<file path="src/rtl/err_compute_gen.sv">
// Serial weighted right/left IR error engine: snapshot, accumulate one term per clock, saturate.
// Optional ERR_FILT_EN adds a first-order IIR (alpha = 1/4) on the delivered error.
module err_compute_gen #(
    parameter int unsigned NUM_PAIRS = 4,
    parameter int unsigned IR_W      = 12,
    parameter int unsigned ERR_W     = 16
) (
    input  logic                          clk,
    input  logic                          rst_n,
    input  logic                          IR_vld,
    input  logic [NUM_PAIRS*IR_W-1:0]     IR_R,
    input  logic [NUM_PAIRS*IR_W-1:0]     IR_L,
    output logic signed [ERR_W-1:0]       error,
    output logic                          err_vld,
    output logic                          busy,
    output logic                          ovr,
    output logic                          sat
);

    localparam int unsigned ACC_W = IR_W + NUM_PAIRS + 2;
    localparam int unsigned TERMS = 2 * NUM_PAIRS;
    localparam int unsigned IDX_W = (TERMS > 1) ? $clog2(TERMS) : 1;
    localparam int unsigned BUS_W = NUM_PAIRS * IR_W;
    localparam int unsigned CMP_W = ((ACC_W > ERR_W) ? ACC_W : ERR_W) + 1;

    localparam logic signed [CMP_W-1:0] SAT_MAX = {{(CMP_W-ERR_W+1){1'b0}}, {(ERR_W-1){1'b1}}};
    localparam logic signed [CMP_W-1:0] SAT_MIN = {{(CMP_W-ERR_W+1){1'b1}}, {(ERR_W-1){1'b0}}};
    localparam logic [IDX_W-1:0]        IDX_LAST = IDX_W'(TERMS - 1);

    typedef enum logic [1:0] {
        IDLE,
        ACCUM,
        OUT
    } state_t;

    state_t                    state_q, state_d;
    logic [BUS_W-1:0]          snap_r_q, snap_r_d;
    logic [BUS_W-1:0]          snap_l_q, snap_l_d;
    logic signed [ACC_W-1:0]   acc_q, acc_d;
    logic [IDX_W-1:0]          idx_q, idx_d;
    logic signed [ERR_W-1:0]   error_d;
    logic                      err_vld_d, busy_d, ovr_d, sat_d;

    logic [IDX_W-1:0]          pair;
    logic [IR_W-1:0]           rd_sel, ld_sel;
    logic signed [ACC_W-1:0]   term;
    logic signed [CMP_W-1:0]   acc_x;
    logic signed [ERR_W-1:0]   s_val;
    logic                      clip;
    logic signed [ERR_W-1:0]   result;

    // Even index adds the right reading, odd index subtracts the left one, both weighted by 2^pair.
    always_comb begin
        pair   = idx_q >> 1;
        rd_sel = snap_r_q[pair*IR_W +: IR_W];
        ld_sel = snap_l_q[pair*IR_W +: IR_W];
        term   = ACC_W'(idx_q[0] ? ld_sel : rd_sel) << pair;
    end

    // Clamp the wide accumulator into the signed output range.
    always_comb begin
        acc_x = CMP_W'(acc_q);
        clip  = 1'b0;
        s_val = ERR_W'(acc_x);
        if (acc_x > SAT_MAX) begin
            s_val = ERR_W'(SAT_MAX);
            clip  = 1'b1;
        end else if (acc_x < SAT_MIN) begin
            s_val = ERR_W'(SAT_MIN);
            clip  = 1'b1;
        end
    end

`ifdef ERR_FILT_EN
    logic signed [ERR_W:0] diff;

    always_comb begin
        diff   = (ERR_W+1)'(s_val) - (ERR_W+1)'(error);
        result = error + ERR_W'(diff >>> 2);
    end
`else
    assign result = s_val;
`endif

    always_comb begin
        state_d   = state_q;
        snap_r_d  = snap_r_q;
        snap_l_d  = snap_l_q;
        acc_d     = acc_q;
        idx_d     = idx_q;
        error_d   = error;
        sat_d     = sat;
        err_vld_d = 1'b0;
        ovr_d     = 1'b0;

        case (state_q)
            IDLE: begin
                if (IR_vld) begin
                    snap_r_d = IR_R;
                    snap_l_d = IR_L;
                    acc_d    = '0;
                    idx_d    = '0;
                    state_d  = ACCUM;
                end
            end
            ACCUM: begin
                ovr_d = IR_vld;
                acc_d = idx_q[0] ? (acc_q - term) : (acc_q + term);
                idx_d = idx_q + IDX_W'(1);
                if (idx_q == IDX_LAST) begin
                    state_d = OUT;
                end
            end
            OUT: begin
                ovr_d     = IR_vld;
                error_d   = result;
                sat_d     = clip;
                err_vld_d = 1'b1;
                state_d   = IDLE;
            end
            default: begin
                state_d = IDLE;
            end
        endcase

        busy_d = (state_d != IDLE);
    end

    always_ff @(posedge clk or negedge rst_n) begin
        if (!rst_n) begin
            state_q  <= IDLE;
            snap_r_q <= '0;
            snap_l_q <= '0;
            acc_q    <= '0;
            idx_q    <= '0;
            error    <= '0;
            err_vld  <= 1'b0;
            busy     <= 1'b0;
            ovr      <= 1'b0;
            sat      <= 1'b0;
        end else begin
            state_q  <= state_d;
            snap_r_q <= snap_r_d;
            snap_l_q <= snap_l_d;
            acc_q    <= acc_d;
            idx_q    <= idx_d;
            error    <= error_d;
            err_vld  <= err_vld_d;
            busy     <= busy_d;
            ovr      <= ovr_d;
            sat      <= sat_d;
        end
    end

endmodule

</file>
<file path="config.mk">
export PLATFORM = sky130hd
export DESIGN_NAME = err_compute_gen
export DESIGN_NICKNAME = d
export VERILOG_FILES = /design/src/rtl/err_compute_gen.sv
export SDC_FILE = /design/constraint.sdc
export NUM_CORES = 1
export LEC_CHECK = 0
export CORE_ASPECT_RATIO = 0.75
export CORE_MARGIN = 5
export CORE_UTILIZATION = 40
export CTS_CLUSTER_DIAMETER = 30
export CTS_CLUSTER_SIZE = 28
export DETAILED_ROUTE_END_ITERATION = 10
export DONT_BUFFER_PORTS = 1
export GPL_ROUTABILITY_DRIVEN = 1
export PLACE_DENSITY = 0.58
export SKIP_LAST_GASP = 1
export SLEW_MARGIN = 10
export SYNTH_ARGS = -nofsm -noshare
export SYNTH_HDL_FRONTEND = slang
export SYNTH_SLANG_ARGS = --single-unit
</file>
<file path="constraint.sdc">
create_clock -name clk -period 9.7 [get_ports clk]
set_input_delay 0.97 -clock clk [delete_from_list [all_inputs] [get_ports clk]]
set_output_delay 0.97 -clock clk [all_outputs]
set_load 0.1 [all_outputs]
</file>
==> flow_metrics.py, run 1 <==
metrics = {
    "status": {
        "status": "completed",
    },
    "timing": {
        "finalHoldViolCount": 0,
        "max_slew.worst_pin.slew_ns": 1.07,
        "slew_headroom": 0.289,
        "unrepaired_setup_endpoints_after_global_routing": "no",
        "fmax_mhz": 208,
        "finalHoldWorstSlack_ns": 0.242,
        "timing.final.setup_violations": 0,
        "final_max_slew_viol_count": 0,
        "period_minus_slack_ns": 4.82,
        "timing.clock.skew_ns": 0.0127,
        "final_cycle_utilization_of_the_critical_path": 0.497,
        "timing.setup.tns_ns": 0,
    },
    "clock_network": {
        "clock-root-buffer": "sky130_fd_sc_hd__clkbuf_16",
        "post-cts-setup-buffer-count": 0,
        "cts_tree": "yes",
        "clock_sink_count": 139,
        "max-clock-path-buffers": 2,
        "cts_hold_buffers": 0,
        "clk_latency_ns": 0.43,
        "tritoncts.num_buffers": 17,
        "h-tree-depth": 4,
        "cts_repair_resize_count": 0,
        "cts.reportedPaths.clkPinSlew_ns": 0.07,
    },
    "synth": {
        "post_synth_and_or_nand_nor_area_fraction": 0.0880,
        "synth_edf_count": 0,
        "dominantRegCellSynth": "sky130_fd_sc_hd__dfrtp_1",
        "cell_type_with_the_largest_total_area_after_synthesis": "sky130_fd_sc_hd__dfrtp_1",
        "synth_mux_area_frac": 0.232,
        "syn_area_um2": 7510,
        "post_synthesis_xor_xnor_area_fraction": 0.0280,
        "synth_compound_gate_area_share": 0.109,
        "yosys-top-cells-count": "139 x sky130_fd_sc_hd__dfrtp_1, 102 x sky130_fd_sc_hd__mux2_2, 65 x sky130_fd_sc_hd__nand2_1",
        "synth_seq_cells": 139,
        "netlist_top_cells_area": "sky130_fd_sc_hd__dfrtp_1 46%, sky130_fd_sc_hd__mux2_2 15%, sky130_fd_sc_hd__ha_1 3.8%",
        "synth_area_per_inst_um2": 11.3,
        "net_count_after_synthesis": 786,
        "synthAdderAreaFrac": 0.0410,
        "netlist_instances": 663,
        "ys_async_sr_fraction": 1.00,
        "synth_top_area_share": 0.463,
        "synth.yosys.seq_area_share": 0.463,
        "synth_warnings": 0,
        "synth_top_family_by_area": "multiplexers",
        "yosys.cell_count.top_type": "sky130_fd_sc_hd__dfrtp_1",
        "netlist-cell-type-count": 57,
    },
    "worst_setup_path": {
        "required_arrival_time_at_the_worst_endpoint_ns": 10.01,
        "crit-reg2reg-launch": "idx_q[0]$_DFFE_PN0P_",
        "critical_path.startpoint": "idx_q[0]$_DFFE_PN0P_",
        "timing.reg2reg.worst_path_depth": 19,
        "worstSetupPathDepth": 19,
        "r2r_slack_ns": 4.88,
        "critical_path.max_stage_delay_ns": 0.57,
        "crit_chain": "buf_4 > mux2i_1 > a22oi_1 > nand3_1 > o21a_1 > nor2_1 > inv_1 > ha_1 > and2_1 > a21oi_1 > xor2_1 > ha_1 > a21oi_1 > o21ai_0 > a211oi_1 > o311ai_0 > a21bo_1 > a31o_1 > a22o_1",
        "element_type_at_the_critical_path_end": "flip-flop",
        "timing.critical_path.arrival_ns": 5.12,
        "worst_setup_path_start_kind": "flip-flop",
        "worstSetupPathType": "reg2reg",
        "worst_path_max_fanout": 39,
        "critPathSlowestCell": "sky130_fd_sc_hd__a211oi_1",
        "cp_num_buf_inv": 2,
        "reg2reg_to": "acc_q[17]$_DFFE_PN0P_",
        "endpoint": "acc_q[17]$_DFFE_PN0P_",
        "critical_path.top_delay_family": "compound AO/OA/AOI/OAI gates",
    },
    "finish": {
        "final_layout_size_suffix_gt1_frac": 0.244,
        "post-route-util": 0.450,
        "layout-area-overhead-vs-synth_pct": 10.6,
        "layout.nets": 771,
    },
    "floorplanning": {
        "std_cell_rows": 43,
        "initial_utilization": 0.407,
        "coreArea_um2": 18500,
        "fp.dieArea_um2": 21600,
        "die_h_um": 129,
        "io-pin-count": 119,
        "die-width_um": 168,
    },
    "detailed_routing": {
        "drt_pass1_iterations": 4,
        "detailedRoute.firstIterationViolations": 177,
        "sum_of_routed_wire_length_over_all_layers_um": 16700,
        "detailroute.via_count": 4919,
        "drt-vias-per-instance": 5.40,
        "detail_route.drc_violations": 0,
        "detail_route.wl_per_cell_um": 18.4,
        "remaining_antenna_violation_count_after_routing": 0,
    },
    "run": {
        "drv.max_cap_violation_count": 0,
    },
    "placed_design": {
        "placement.io_buffers": 0,
        "detailed_place_hpwl_um": 11900,
        "weighted_congestion_reported_at_the_end_of_routability_driven_placement": 0.803,
    },
    "grt": {
        "grt_max_degree": 140,
        "first_global_vias": 5182,
        "grt_first_pass_wirelength_um": 27500,
        "grt_antenna_before_repair": 5,
        "grtUsageTotal": 0.159,
        "grt-ovfl-total": 0,
    },
    "min_path": {
        "worstHoldPathType": "in2async",
    },
}
area by class of cell:
class                           instances  area [µm²]
Fill cell                            1686       10100
Multi-Input combinational cell        456        3750
Sequential cell                       139        3480
Clock buffer                           17         425
Tap cell                              247         309
Clock inverter                         15         196
Inverter                               31         116
Timing Repair Buffer                    3        22.5
Antenna cell                            3        7.51
state kept, by name, summed over array words and instances, names as in the netlist:
name	flops
state_q	2
sat	1
err_vld	1
snap_l_q	48
error	16
idx_q	3
acc_q	18
ovr	1
busy	1
snap_r_q	48
cells by family after synthesis:
kind of cell | count (synthesis)
AOI/OAI and AO/OA | 122
xor gates and xnor gates | 24
adders and majority gates | 24
buffers and inverters | 68
DFF | 139
muxes | 138
and+or+nand+nor | 148
per-layer routing:
layer	vias to the layer above	part of all wire	GRT usage
li1	2345	-	-
met3	24	0.061	0.0568
met2	103	0.48	0.259
met5	-	0.0020	0
met4	6	0.012	0.0425
met1	2441	0.45	0.205
placed cells by master, fill, tap and decap left out, drive strengths merged, types with 2 or more instances in the layout:
| cell | Yosys | final |
|---|---|---|
| xor2 | 16 | 16 |
| o21a | 4 | 4 |
| nor3 | 2 | 2 |
| or4 | 2 | 2 |
| mux2 | 102 | 102 |
| clkinv | 0 | 2 |
| a21oi | 21 | 21 |
| and2 | 6 | 6 |
| nand2b | 6 | 6 |
| clkbuf | 21 | 17 |
| nand2 | 65 | 65 |
| dfrtp | 139 | 139 |
| diode | 0 | 3 |
| mux4 | 16 | 16 |
| clkinvlp | 0 | 2 |
| nor2 | 49 | 49 |
| a31oi | 5 | 5 |
| inv | 31 | 40 |
| o211ai | 16 | 16 |
| a21o | 8 | 8 |
| buf | 16 | 3 |
| xnor2 | 8 | 8 |
| o31ai | 3 | 3 |
| mux2i | 20 | 20 |
| bufinv | 0 | 2 |
| a22oi | 9 | 9 |
| a22o | 3 | 3 |
| nand3 | 6 | 6 |
| o311ai | 2 | 2 |
| a32o | 2 | 2 |
| nor2b | 5 | 5 |
| o21ai | 37 | 37 |
| ha | 23 | 23 |
metrics by stage:
| stage | std cells | setup WS [ns] | cell area, µm² |
|---|---|---|---|
| 2_1_floorplan | 663 | 5.51 | 7510 |
| 3_3_place_gp | 876 | 5.06 | 7680 |
| 3_5_place_dp | 876 | 4.92 | 7680 |
| 4_1_cts | 908 | 4.88 | 8300 |
| 5_1_grt | 910 | 4.40 | 8300 |
| 6_report | 911 | 4.88 | 8310 |
how the worst min path moves through the flow:
stage                                   from                        to  slack, ns  cells past startpoint
finish                                 rst_n         err_vld$_DFF_PN0_       0.24                      0
global route                           rst_n         err_vld$_DFF_PN0_       0.22                      0
CTS                                    rst_n         err_vld$_DFF_PN0_       0.23                      0
detailed placement  snap_r_q[19]$_DFFE_PN0P_  snap_r_q[19]$_DFFE_PN0P_       0.49                      1
global placement    snap_r_q[30]$_DFFE_PN0P_  snap_r_q[30]$_DFFE_PN0P_       0.48                      1
floorplan           snap_l_q[30]$_DFFE_PN0P_  snap_l_q[30]$_DFFE_PN0P_       0.47                      1
Power of run 1 is left out: the tool's default activity adds up to more than one toggle a clock period on the data nets, which glitch-free logic cannot reach.
==> run 2, diff against run 1 <==
Settings changed: PLACE_DENSITY 0.58 to 0.6.
Clock period 9.7 ns to 4.3 ns, I/O delays scaled along.
==> flow_metrics.py, run 2 (synthesis results as in run 1) <==
metrics = {
    "status": {
        "status": "complete, but fails checks",
        "violations": "hold timing",
    },
    "clock_network": {
        "cts.reportedPaths.clkPinSlew_ns": 0.07,
        "clock-root-buffer": "sky130_fd_sc_hd__clkbuf_16",
        "tritoncts.num_buffers": 17,
        "max-clock-path-buffers": 2,
        "cts_tree": "yes",
        "clock_sink_count": 139,
        "clk_latency_ns": 0.42,
        "h-tree-depth": 4,
    },
    "timing": {
        "period_minus_slack_ns": 4.12,
        "final_max_slew_viol_count": 0,
        "fmax_mhz": 243,
        "slew_headroom": 0.332,
        "setup_ws_ns": 0.177,
        "max_slew.worst_pin.slew_ns": 1.00,
        "timing.final.setup_violations": 0,
        "unrepaired_setup_endpoints_after_global_routing": "no",
        "timing.clock.skew_ns": 0.00936,
        "finalHoldWorstSlack_ns": -0.00129,
        "final_cycle_utilization_of_the_critical_path": 0.959,
        "finalHoldViolCount": 1,
    },
    "finish": {
        "post-route-cell-area_um2": 8490,
        "largest_registers": "snap_l_q (48), snap_r_q (48), acc_q (18)",
        "layout.nets": 784,
        "final_layout_size_suffix_gt1_frac": 0.282,
        "layout-area-overhead-vs-synth_pct": 13.0,
        "layout_commonest_cell": "sky130_fd_sc_hd__dfrtp_1",
        "post_route_non_filler_standard_cell_count": 924,
        "most-common-layout-cells": "137 x sky130_fd_sc_hd__dfrtp_1, 102 x sky130_fd_sc_hd__mux2_2, 64 x sky130_fd_sc_hd__nand2_1",
    },
    "worst_setup_path": {
        "timing.reg2reg.worst_path_depth": 15,
        "timing.critical_path.arrival_ns": 4.44,
        "worst_path_max_fanout": 9,
        "crit_chain": "buf_4 > mux4_1 > mux2_2 > nor2_4 > nand4_4 > nor2_4 > nor2_1 > xor2_1 > ha_1 > a21o_1 > a21o_1 > a21oi_2 > a21oi_1 > or4_1 > a32o_1",
        "worst_setup_path_start_kind": "flip-flop",
        "cp_num_buf_inv": 1,
        "critical_path.top_delay_family": "simple AND/OR/NAND/NOR gates",
        "critical_path.startpoint": "idx_q[0]$_DFFE_PN0P_",
        "critPathSlowestCell": "sky130_fd_sc_hd__mux4_1",
        "element_type_at_the_critical_path_end": "flip-flop",
        "worstSetupPathType": "reg2reg",
        "worstSetupPathDepth": 15,
        "critical_path.max_stage_delay_ns": 0.63,
        "crit-reg2reg-launch": "idx_q[0]$_DFFE_PN0P_",
        "reg2reg_to": "acc_q[16]$_DFFE_PN0P_",
        "r2r_slack_ns": 0.18,
        "required_arrival_time_at_the_worst_endpoint_ns": 4.61,
    },
    "grt": {
        "grtUsageTotal": 0.166,
        "grt_antenna_before_repair": 5,
        "first_global_vias": 5290,
        "grt_max_degree": 140,
        "grt_first_pass_wirelength_um": 28400,
        "grt-ovfl-total": 0,
    },
    "placed_design": {
        "detailed_place_hpwl_um": 12700,
        "placement.io_buffers": 0,
        "placement.cell_area_um2": 7760,
        "dpl.cell_count": 886,
        "dpl_worst_slack_ns": -0.0359,
        "weighted_congestion_reported_at_the_end_of_routability_driven_placement": 0.875,
    },
    "run": {
        "drv.max_cap_violation_count": 0,
    },
    "detailed_routing": {
        "detail_route.drc_violations": 0,
        "drt-vias-per-instance": 5.46,
        "drt_pass1_iterations": 5,
        "remaining_antenna_violation_count_after_routing": 0,
        "detailroute.via_count": 5043,
        "detailedRoute.firstIterationViolations": 273,
        "detail_route.wl_per_cell_um": 19.0,
        "sum_of_routed_wire_length_over_all_layers_um": 17500,
    },
    "floorplanning": {
        "die-width_um": 168,
        "die_h_um": 129,
        "coreArea_um2": 18500,
        "fp.dieArea_um2": 21600,
        "std_cell_rows": 43,
        "io-pin-count": 119,
        "initial_utilization": 0.407,
    },
    "min_path": {
        "worstHoldPathType": "in2async",
    },
}
run 2: cell count changes in the layout (fill, tap and decap cells not counted), sizes merged:
cell	previous run	this run
buf	3	16
clkinv	2	3
bufinv	2	1
run 2: cell type report:
class	instances	area, µm²
Timing Repair Buffer	16	160
Antenna cell	3	7.51
Sequential cell	139	3480
Fill cell	1644	9970
Inverter	31	116
Tap cell	247	309
Clock buffer	17	425
Clock inverter	15	154
Multi-Input combinational cell	456	3830
run 2: through the flow:
step / utilization / hold WS [ns] / TNS (ns)
2_1_floorplan: - / 0.134 / 0
3_3_place_gp: 0.421 / 0.138 / 0
3_5_place_dp: 0.421 / 0.137 / -0.0359
4_1_cts: 0.454 / 0.0165 / 0
5_1_grt: 0.460 / 0.0324 / 0
6_report: 0.460 / -0.00129 / 0
run 2: worst max path at each step:
stage / end / slack [ns]
detailed placement: acc_q[16]$_DFFE_PN0P_ / -0.04
CTS: acc_q[16]$_DFFE_PN0P_ / 0.01
finish: acc_q[16]$_DFFE_PN0P_ / 0.18
global route: acc_q[16]$_DFFE_PN0P_ / 0.005
global placement: acc_q[16]$_DFFE_PN0P_ / 0.14
floorplan: acc_q[16]$_DFFE_PN0P_ / 0.11
run 2: repair_timing:
| item | 4_1_cts | 5_1_grt |
|---|---|---|
| resized for setup | 1 | 22 |
| endpoints found under the hold margin | 139 | 0 |
| pin swaps | 0 | 5 |
| hold buffers | 1 | 0 |
| setup buffers | 0 | 2 |
| setup endpoints to repair | 1 | 6 |
run 2: layer usage:
metal	global-route usage	routed length, µm	vias up
met5	0	28	-
met4	0.0544	244	6
met3	0.0645	1200	25
met2	0.256	8170	122
met1	0.216	7870	2520
li1	-	-	2370
run 2: worst reg2reg max path: stages, from the launching register on:
cell,delay (ns)
sky130_fd_sc_hd__dfrtp_2,0.38
sky130_fd_sc_hd__buf_4,0.23
sky130_fd_sc_hd__mux4_1,0.63
sky130_fd_sc_hd__mux2_2,0.34
sky130_fd_sc_hd__nor2_4,0.14
sky130_fd_sc_hd__nand4_4,0.17
sky130_fd_sc_hd__nor2_4,0.15
sky130_fd_sc_hd__nor2_1,0.06
sky130_fd_sc_hd__xor2_1,0.15
sky130_fd_sc_hd__ha_1,0.34
sky130_fd_sc_hd__a21o_1,0.18
sky130_fd_sc_hd__a21o_1,0.18
sky130_fd_sc_hd__a21oi_2,0.17
sky130_fd_sc_hd__a21oi_1,0.11
sky130_fd_sc_hd__or4_1,0.52
sky130_fd_sc_hd__a32o_1,0.26
Power of run 2 is left out for the same reason.
